<file path="config.mk">
export PLATFORM = sky130hd
export DESIGN_NAME = aidan_mcnay_prime_host
export DESIGN_NICKNAME = d
export VERILOG_FILES = /design/src/rtl/aidan_mcnay_prime_host_pkg.sv /design/src/rtl/aidan_mcnay_piso.sv /design/src/rtl/aidan_mcnay_prime_host.sv
export SDC_FILE = /design/constraint.sdc
export NUM_CORES = 1
export LEC_CHECK = 0
export ABC_AREA = 1
export CORE_MARGIN = 10
export CORE_UTILIZATION = 57
export CTS_CLUSTER_SIZE = 16
export DETAILED_ROUTE_END_ITERATION = 6
export PLACE_DENSITY = 0.84
export SLEW_MARGIN = 25
export SYNTH_ARGS = -nofsm -noshare
export SYNTH_HDL_FRONTEND = slang
export SYNTH_SLANG_ARGS = --single-unit
</file>
<file path="constraint.sdc">
create_clock -name clk -period 2.6 [get_ports clk]
set_input_delay 0.39 -clock clk [delete_from_list [all_inputs] [get_ports clk]]
set_output_delay 0.39 -clock clk [all_outputs]
set_load 0.01 [all_outputs]
</file>
<file path="src/rtl/aidan_mcnay_prime_host_pkg.sv">
// Shared definitions for the prime-detector host initiator: state encoding
// and counter-width helpers used by the top and its shift register.
package aidan_mcnay_prime_host_pkg;

   localparam int unsigned STATE_W = 3;

   localparam logic [STATE_W-1:0] S_IDLE      = 3'd0;
   localparam logic [STATE_W-1:0] S_SHIFT_LO  = 3'd1;
   localparam logic [STATE_W-1:0] S_SHIFT_HI  = 3'd2;
   localparam logic [STATE_W-1:0] S_CS_REL    = 3'd3;
   localparam logic [STATE_W-1:0] S_READY     = 3'd4;
   localparam logic [STATE_W-1:0] S_WAIT_LOW  = 3'd5;
   localparam logic [STATE_W-1:0] S_WAIT_HIGH = 3'd6;
   localparam logic [STATE_W-1:0] S_RESP      = 3'd7;

   typedef enum logic [STATE_W-1:0] {
      ST_IDLE      = S_IDLE,
      ST_SHIFT_LO  = S_SHIFT_LO,
      ST_SHIFT_HI  = S_SHIFT_HI,
      ST_CS_REL    = S_CS_REL,
      ST_READY     = S_READY,
      ST_WAIT_LOW  = S_WAIT_LOW,
      ST_WAIT_HIGH = S_WAIT_HIGH,
      ST_RESP      = S_RESP
   } state_t;

   // Phase counter counts 0..max(half_period, ready_hold)-1.
   function automatic int unsigned phase_cnt_w(input int unsigned hp,
                                                input int unsigned rh);
      int unsigned m;
      m = (hp > rh) ? hp : rh;
      return (m < 2) ? 1 : $clog2(m);
   endfunction

   // Bit counter must hold the value nbits itself.
   function automatic int unsigned bit_cnt_w(input int unsigned nb);
      return $clog2(nb + 1);
   endfunction

endpackage

</file>
<file path="src/rtl/aidan_mcnay_piso.sv">
// Parallel-in serial-out shift register, MSB first, zero fill.
// Ports: clk, reset (async, active high), load (capture data_in),
//        en (shift left by one), data_in[nbits-1:0], data_out (current MSB).
module aidan_mcnay_piso
   import aidan_mcnay_prime_host_pkg::*;
#(
   parameter int unsigned nbits = 32
)(
   input  logic             clk,
   input  logic             reset,
   input  logic             load,
   input  logic             en,
   input  logic [nbits-1:0] data_in,
   output logic             data_out
);

   logic [nbits-1:0] sr;

   // Zero fill means the register is empty once every bit has gone out,
   // so data_out idles low between words.
   always_ff @(posedge clk or posedge reset) begin
      if (reset) begin
         sr <= '0;
      end else if (load) begin
         sr <= data_in;
      end else if (en) begin
         sr <= {sr[nbits-2:0], 1'b0};
      end
   end

   assign data_out = sr[nbits-1];

endmodule

</file>
<file path="src/rtl/aidan_mcnay_prime_host.sv">
// Host-side serial initiator for the prime detector. Takes an operand on a
// val/rdy request port, shifts it out MSB-first on SDI/SCLK/CS, pulses
// ready, waits for a fresh done edge and returns is_prime on a val/rdy
// response port.
// Ports: clk, reset (async, active high)
//        req_val/req_rdy/req_data     operand request
//        resp_val/resp_rdy/resp_is_prime  result response
//        SDI, SCLK, CS (active low), ready  serial pins to the detector
//        done, is_prime  asynchronous detector outputs
module aidan_mcnay_prime_host
   import aidan_mcnay_prime_host_pkg::*;
#(
   parameter int unsigned nbits       = 32,
   parameter int unsigned half_period = 8,
   parameter int unsigned ready_hold  = 4
)(
   input  logic             clk,
   input  logic             reset,
   input  logic             req_val,
   output logic             req_rdy,
   input  logic [nbits-1:0] req_data,
   output logic             resp_val,
   input  logic             resp_rdy,
   output logic             resp_is_prime,
   output logic             SDI,
   output logic             SCLK,
   output logic             CS,
   output logic             ready,
   input  logic             done,
   input  logic             is_prime
);

   localparam int unsigned PW = phase_cnt_w(half_period, ready_hold);
   localparam int unsigned BW = bit_cnt_w(nbits);

   localparam logic [PW-1:0] HP_LAST = PW'(half_period - 1);
   localparam logic [PW-1:0] RH_LAST = PW'(ready_hold - 1);
   localparam logic [BW-1:0] NB_LOAD = BW'(nbits);
   localparam logic [BW-1:0] NB_LAST = BW'(1);

   state_t        state;
   logic [PW-1:0] phase;
   logic [BW-1:0] bit_cnt;
   logic          done_m, done_s;
   logic          prime_m, prime_s;
   logic          piso_load;
   logic          piso_en;

   assign piso_load = (state == ST_IDLE) && req_val && req_rdy;
   assign piso_en   = (state == ST_SHIFT_HI) && (phase == HP_LAST);

   // SDI is the shift register MSB directly; it is already zero in idle and
   // during CS release because every loaded bit has been shifted out.
   aidan_mcnay_piso #(.nbits(nbits)) u_piso (
      .clk      (clk),
      .reset    (reset),
      .load     (piso_load),
      .en       (piso_en),
      .data_in  (req_data),
      .data_out (SDI)
   );

   // Sequencer, serial pin drivers and detector-output synchronizers.
   always_ff @(posedge clk or posedge reset) begin
      if (reset) begin
         state         <= ST_IDLE;
         req_rdy       <= 1'b1;
         resp_val      <= 1'b0;
         resp_is_prime <= 1'b0;
         SCLK          <= 1'b0;
         CS            <= 1'b1;
         ready         <= 1'b0;
         phase         <= '0;
         bit_cnt       <= '0;
         done_m        <= 1'b0;
         done_s        <= 1'b0;
         prime_m       <= 1'b0;
         prime_s       <= 1'b0;
      end else begin
         done_m  <= done;
         done_s  <= done_m;
         prime_m <= is_prime;
         prime_s <= prime_m;

         case (state)
            ST_IDLE: begin
               if (req_val && req_rdy) begin
                  req_rdy <= 1'b0;
                  CS      <= 1'b0;
                  SCLK    <= 1'b0;
                  phase   <= '0;
                  bit_cnt <= NB_LOAD;
                  state   <= ST_SHIFT_LO;
               end
            end
            ST_SHIFT_LO: begin
               if (phase == HP_LAST) begin
                  phase <= '0;
                  SCLK  <= 1'b1;
                  state <= ST_SHIFT_HI;
               end else begin
                  phase <= phase + 1'b1;
               end
            end
            ST_SHIFT_HI: begin
               if (phase == HP_LAST) begin
                  phase   <= '0;
                  SCLK    <= 1'b0;
                  bit_cnt <= bit_cnt - 1'b1;
                  if (bit_cnt == NB_LAST) begin
                     CS    <= 1'b1;
                     state <= ST_CS_REL;
                  end else begin
                     state <= ST_SHIFT_LO;
                  end
               end else begin
                  phase <= phase + 1'b1;
               end
            end
            ST_CS_REL: begin
               if (phase == HP_LAST) begin
                  phase <= '0;
                  ready <= 1'b1;
                  state <= ST_READY;
               end else begin
                  phase <= phase + 1'b1;
               end
            end
            ST_READY: begin
               if (phase == RH_LAST) begin
                  phase <= '0;
                  ready <= 1'b0;
                  state <= ST_WAIT_LOW;
               end else begin
                  phase <= phase + 1'b1;
               end
            end
            // A done still high from the previous operand must be seen low
            // before a rising done is trusted.
            ST_WAIT_LOW: begin
               if (!done_s) begin
                  state <= ST_WAIT_HIGH;
               end
            end
            ST_WAIT_HIGH: begin
               if (done_s) begin
                  resp_is_prime <= prime_s;
                  resp_val      <= 1'b1;
                  state         <= ST_RESP;
               end
            end
            ST_RESP: begin
               if (resp_rdy) begin
                  resp_val <= 1'b0;
                  req_rdy  <= 1'b1;
                  state    <= ST_IDLE;
               end
            end
            default: begin
               state <= ST_IDLE;
            end
         endcase
      end
   end

endmodule

</file>
==> results.toml <==
[cts]
cts_root_buf = "clkbuf_8"
cts_buffers = 5
ctsLongestPathBuffers = 2
postCtsHoldBufs = 0
htree_levels = 2
cts_resized = 0
cts_tree = "yes"
clock_latency_ns = 0.33
post_cts_buffers = 0
clock-sinks = 54
path_clk_slew_ns = 0.11

[sta]
fin_setup_tns_ns = 0
finalHoldViolations = 0
finalSetupViolCount = 0
max_slew.worst_pin.slew_ns = 0.6637
fin_skew_ns = 0.01489
period_share_pct = 71.32
holdWs_ns = 0.3555
layout_min_cycle_time_ns = 1.854
fmax_ghz = 0.5393
slew_viol_final = 0
relSlewSlack_pct = 55.76
grt_setup_unrepaired = "no"

[routing]
wire_per_inst_um = 13.66
initialDrtViolationCount = 174
wl_um = 6189
first_pass_iters = 4
ant_nets = 0
dr_total_vias = 2361
drc_errors = 0
viasPerCell = 5.212

[power]
switchingPower_mw = 1.421
combPwrFrac_pct = 39.2
p_int_mw = 2.166
power.density_nw_per_um2 = 1065
sw_frac_of_total_pct = 39.62
leakage_nw = 1.642
power_frac_seq_pct = 41.4
clock_power_share_pct = 19.4
peakVddDrop_v = 0.0005924

[critical_path]
reg2reg_to = "u_piso.sr[2]"
crit_slowest_cell = "dfrtp_1"
critPathArrivalTime_ns = 2.11
critPathKind = "reg2reg"
critPathCaptureType = "register"
worst_setup_path_start_kind = "register"
timing.reg2reg.setup_slack_ns = 0.75
critPathMaxFanout = 30
required_ns = 2.86
worst_r2r_path_depth = 7
slowest_delay_ns = 0.41
crit_top_cell = "ha_1"
timing.rr.start = "phase[0]"
path_cells = "ha_1 > ha_1 > nand2_2 > nand2_4 > inv_2 > nand2_1 > o21ai_1"

[yosys]
synth_ff_type = "dfrtp_1"
synth_nets = 392
synth_top_area_cell = "dfrtp_1"
yosysTopAreaCellShare_pct = 46.28
ys_types = 30
async_flop_share_pct = 100.0
netlist_top_cells_area = "dfrtp_1 46%, nand2_1 15%, nand3_1 13%"
synth_edf_count = 0
syn_area_um2 = 2811
yosysMostFrequentCell = "nand2_1"
netlist_instances = 347
avgSynthCellArea_um2 = 8.102
netlist_top_cells_count = "112 x nand2_1, 71 x nand3_1, 52 x dfrtp_1"
synth_seq_cells = 54
yosysWarnings = 0
ys_seq_area_share_pct = 48.15

[finish]
fin_area_um2 = 3368
instances_no_fill = 453
drive_gt1_share_pct = 8.031
antennaDiodeCount = 0
nets = 430
area_growth_pct = 19.80

[worst_hold_path]
hold_path_depth = 0
min_from = "done_m"
min_path_type = "reg2reg"
holdPathEnd = "done_s"

[floorplanning]
pin_count = 45
initial_utilization_pct = 59.13
die_w_um = 90.23
fp.dieH_um = 90.23
num_rows = 25
fp.coreArea_um2 = 4755
die_area_um2 = 8141

[grt]
grtUsageTotal_pct = 15.31
grt_pass1_vias = 2242
grt_pass1_wl_um = 10540
antenna_found_initial = 0
grt_max_degree = 55
grt_overflow = 0

[run_status]
outcome = "finished, final reports clean"

[placement]
place.gp.congestion = 0.9137
placedCellCount = 445
placed_cell_area_um2 = 3226
portBuffers = 44
hpwl_um = 4357

[job]
maxCapViolations = 0
[cell families (layout without fill, tap and decap cells)]
| logic type | Yosys count | in the layout | share of synthesized area (%) |
|---|---|---|---|
| buffers and inverters | 47 | 86 | 9.302 |
| DFF | 54 | 54 | 48.15 |
| AOI/OAI and AO/OA | 21 | 21 | 3.827 |
| adders and majority gates | 7 | 7 | 3.115 |
| and+or+nand+nor | 218 | 218 | 35.60 |
[state kept, by name, summed over array words and instances (netlist names)]
register / flops
u_piso.sr: 32
bit_cnt: 6
phase: 3
state: 3
CS: 1
SCLK: 1
done_m: 1
done_s: 1
prime_m: 1
prime_s: 1
ready: 1
req_rdy: 1
resp_is_prime: 1
resp_val: 1
[per-stage QoR]
step / total power, mW / worst slack [ns] / utilization, %
finish: 3.587 / 0.7456 / 70.84
global route: 3.880 / 0.6105 / 70.84
CTS: 3.605 / 0.7355 / 70.84
detailed placement: 2.897 / 0.7582 / 67.84
global placement: 2.823 / 0.8053 / 67.84
floorplan: 2.549 / 0.8987 / -
[worst max path at each step]
stage             start             to  slack [ns]  depth (start not counted)
5_1_grt        phase[0]       state[1]        0.61                          9
3_5_place_dp    req_val  u_piso.sr[30]        0.76                          8
3_3_place_gp    req_val  u_piso.sr[30]        0.81                          8
6_report       phase[0]   u_piso.sr[2]        0.75                          7
4_1_cts        phase[0]   u_piso.sr[2]        0.74                          7
2_1_floorplan     reset           SCLK        0.90                          1
[placed cells by master, fill, tap and decap left out, drive strengths merged, types with 3 or more instances in the layout]
master           n
nor2            21
nand4            4
dfrtp           52
nand3           71
buf              3
ha               7
inv             31
o21ai           18
clkbuf           6
clkdlybuf4s50   44
nand2          117
[routing by layer]
metal / GRT usage, % / wire length (um) / up-vias
li1: - / - / 1186
met2: 25.24 / 3000 / 59
met4: 4.642 / 71 / 0
met5: 0 / 0 / -
met1: 19.07 / 2779 / 1111
met3: 4.156 / 338 / 5
[cell type report]
type	count	area, um2
well taps	67	83.83
clock buffers	6	82.58
inverters	31	128.9
fillers	379	1386
flip-flops and latches	54	1354
repair buffers	47	462.9
multi-input cells	246	1196
clock inverters	2	60.06
[critical path: cells and delay by family, from the launching register on]
family | cells | cell delay (ns)
AOI/OAI and AO/OA | 1 | 0.11
DFF | 1 | 0.41
buffers and inverters | 1 | 0.36
adders and majority gates | 2 | 0.59
and+or+nand+nor | 3 | 0.32
[power groups by stage]
stage / Combinational, mW / Sequential [mW] / Clock, mW
finish: 1.41 / 1.48 / 0.697
CTS: 1.42 / 1.48 / 0.705
detailed placement: 1.40 / 1.49 / 0
global placement: 1.34 / 1.48 / 0
global route: 1.61 / 1.54 / 0.737
floorplan: 1.15 / 1.40 / 0
No activity file was read; power rests on OpenSTA's default activity.
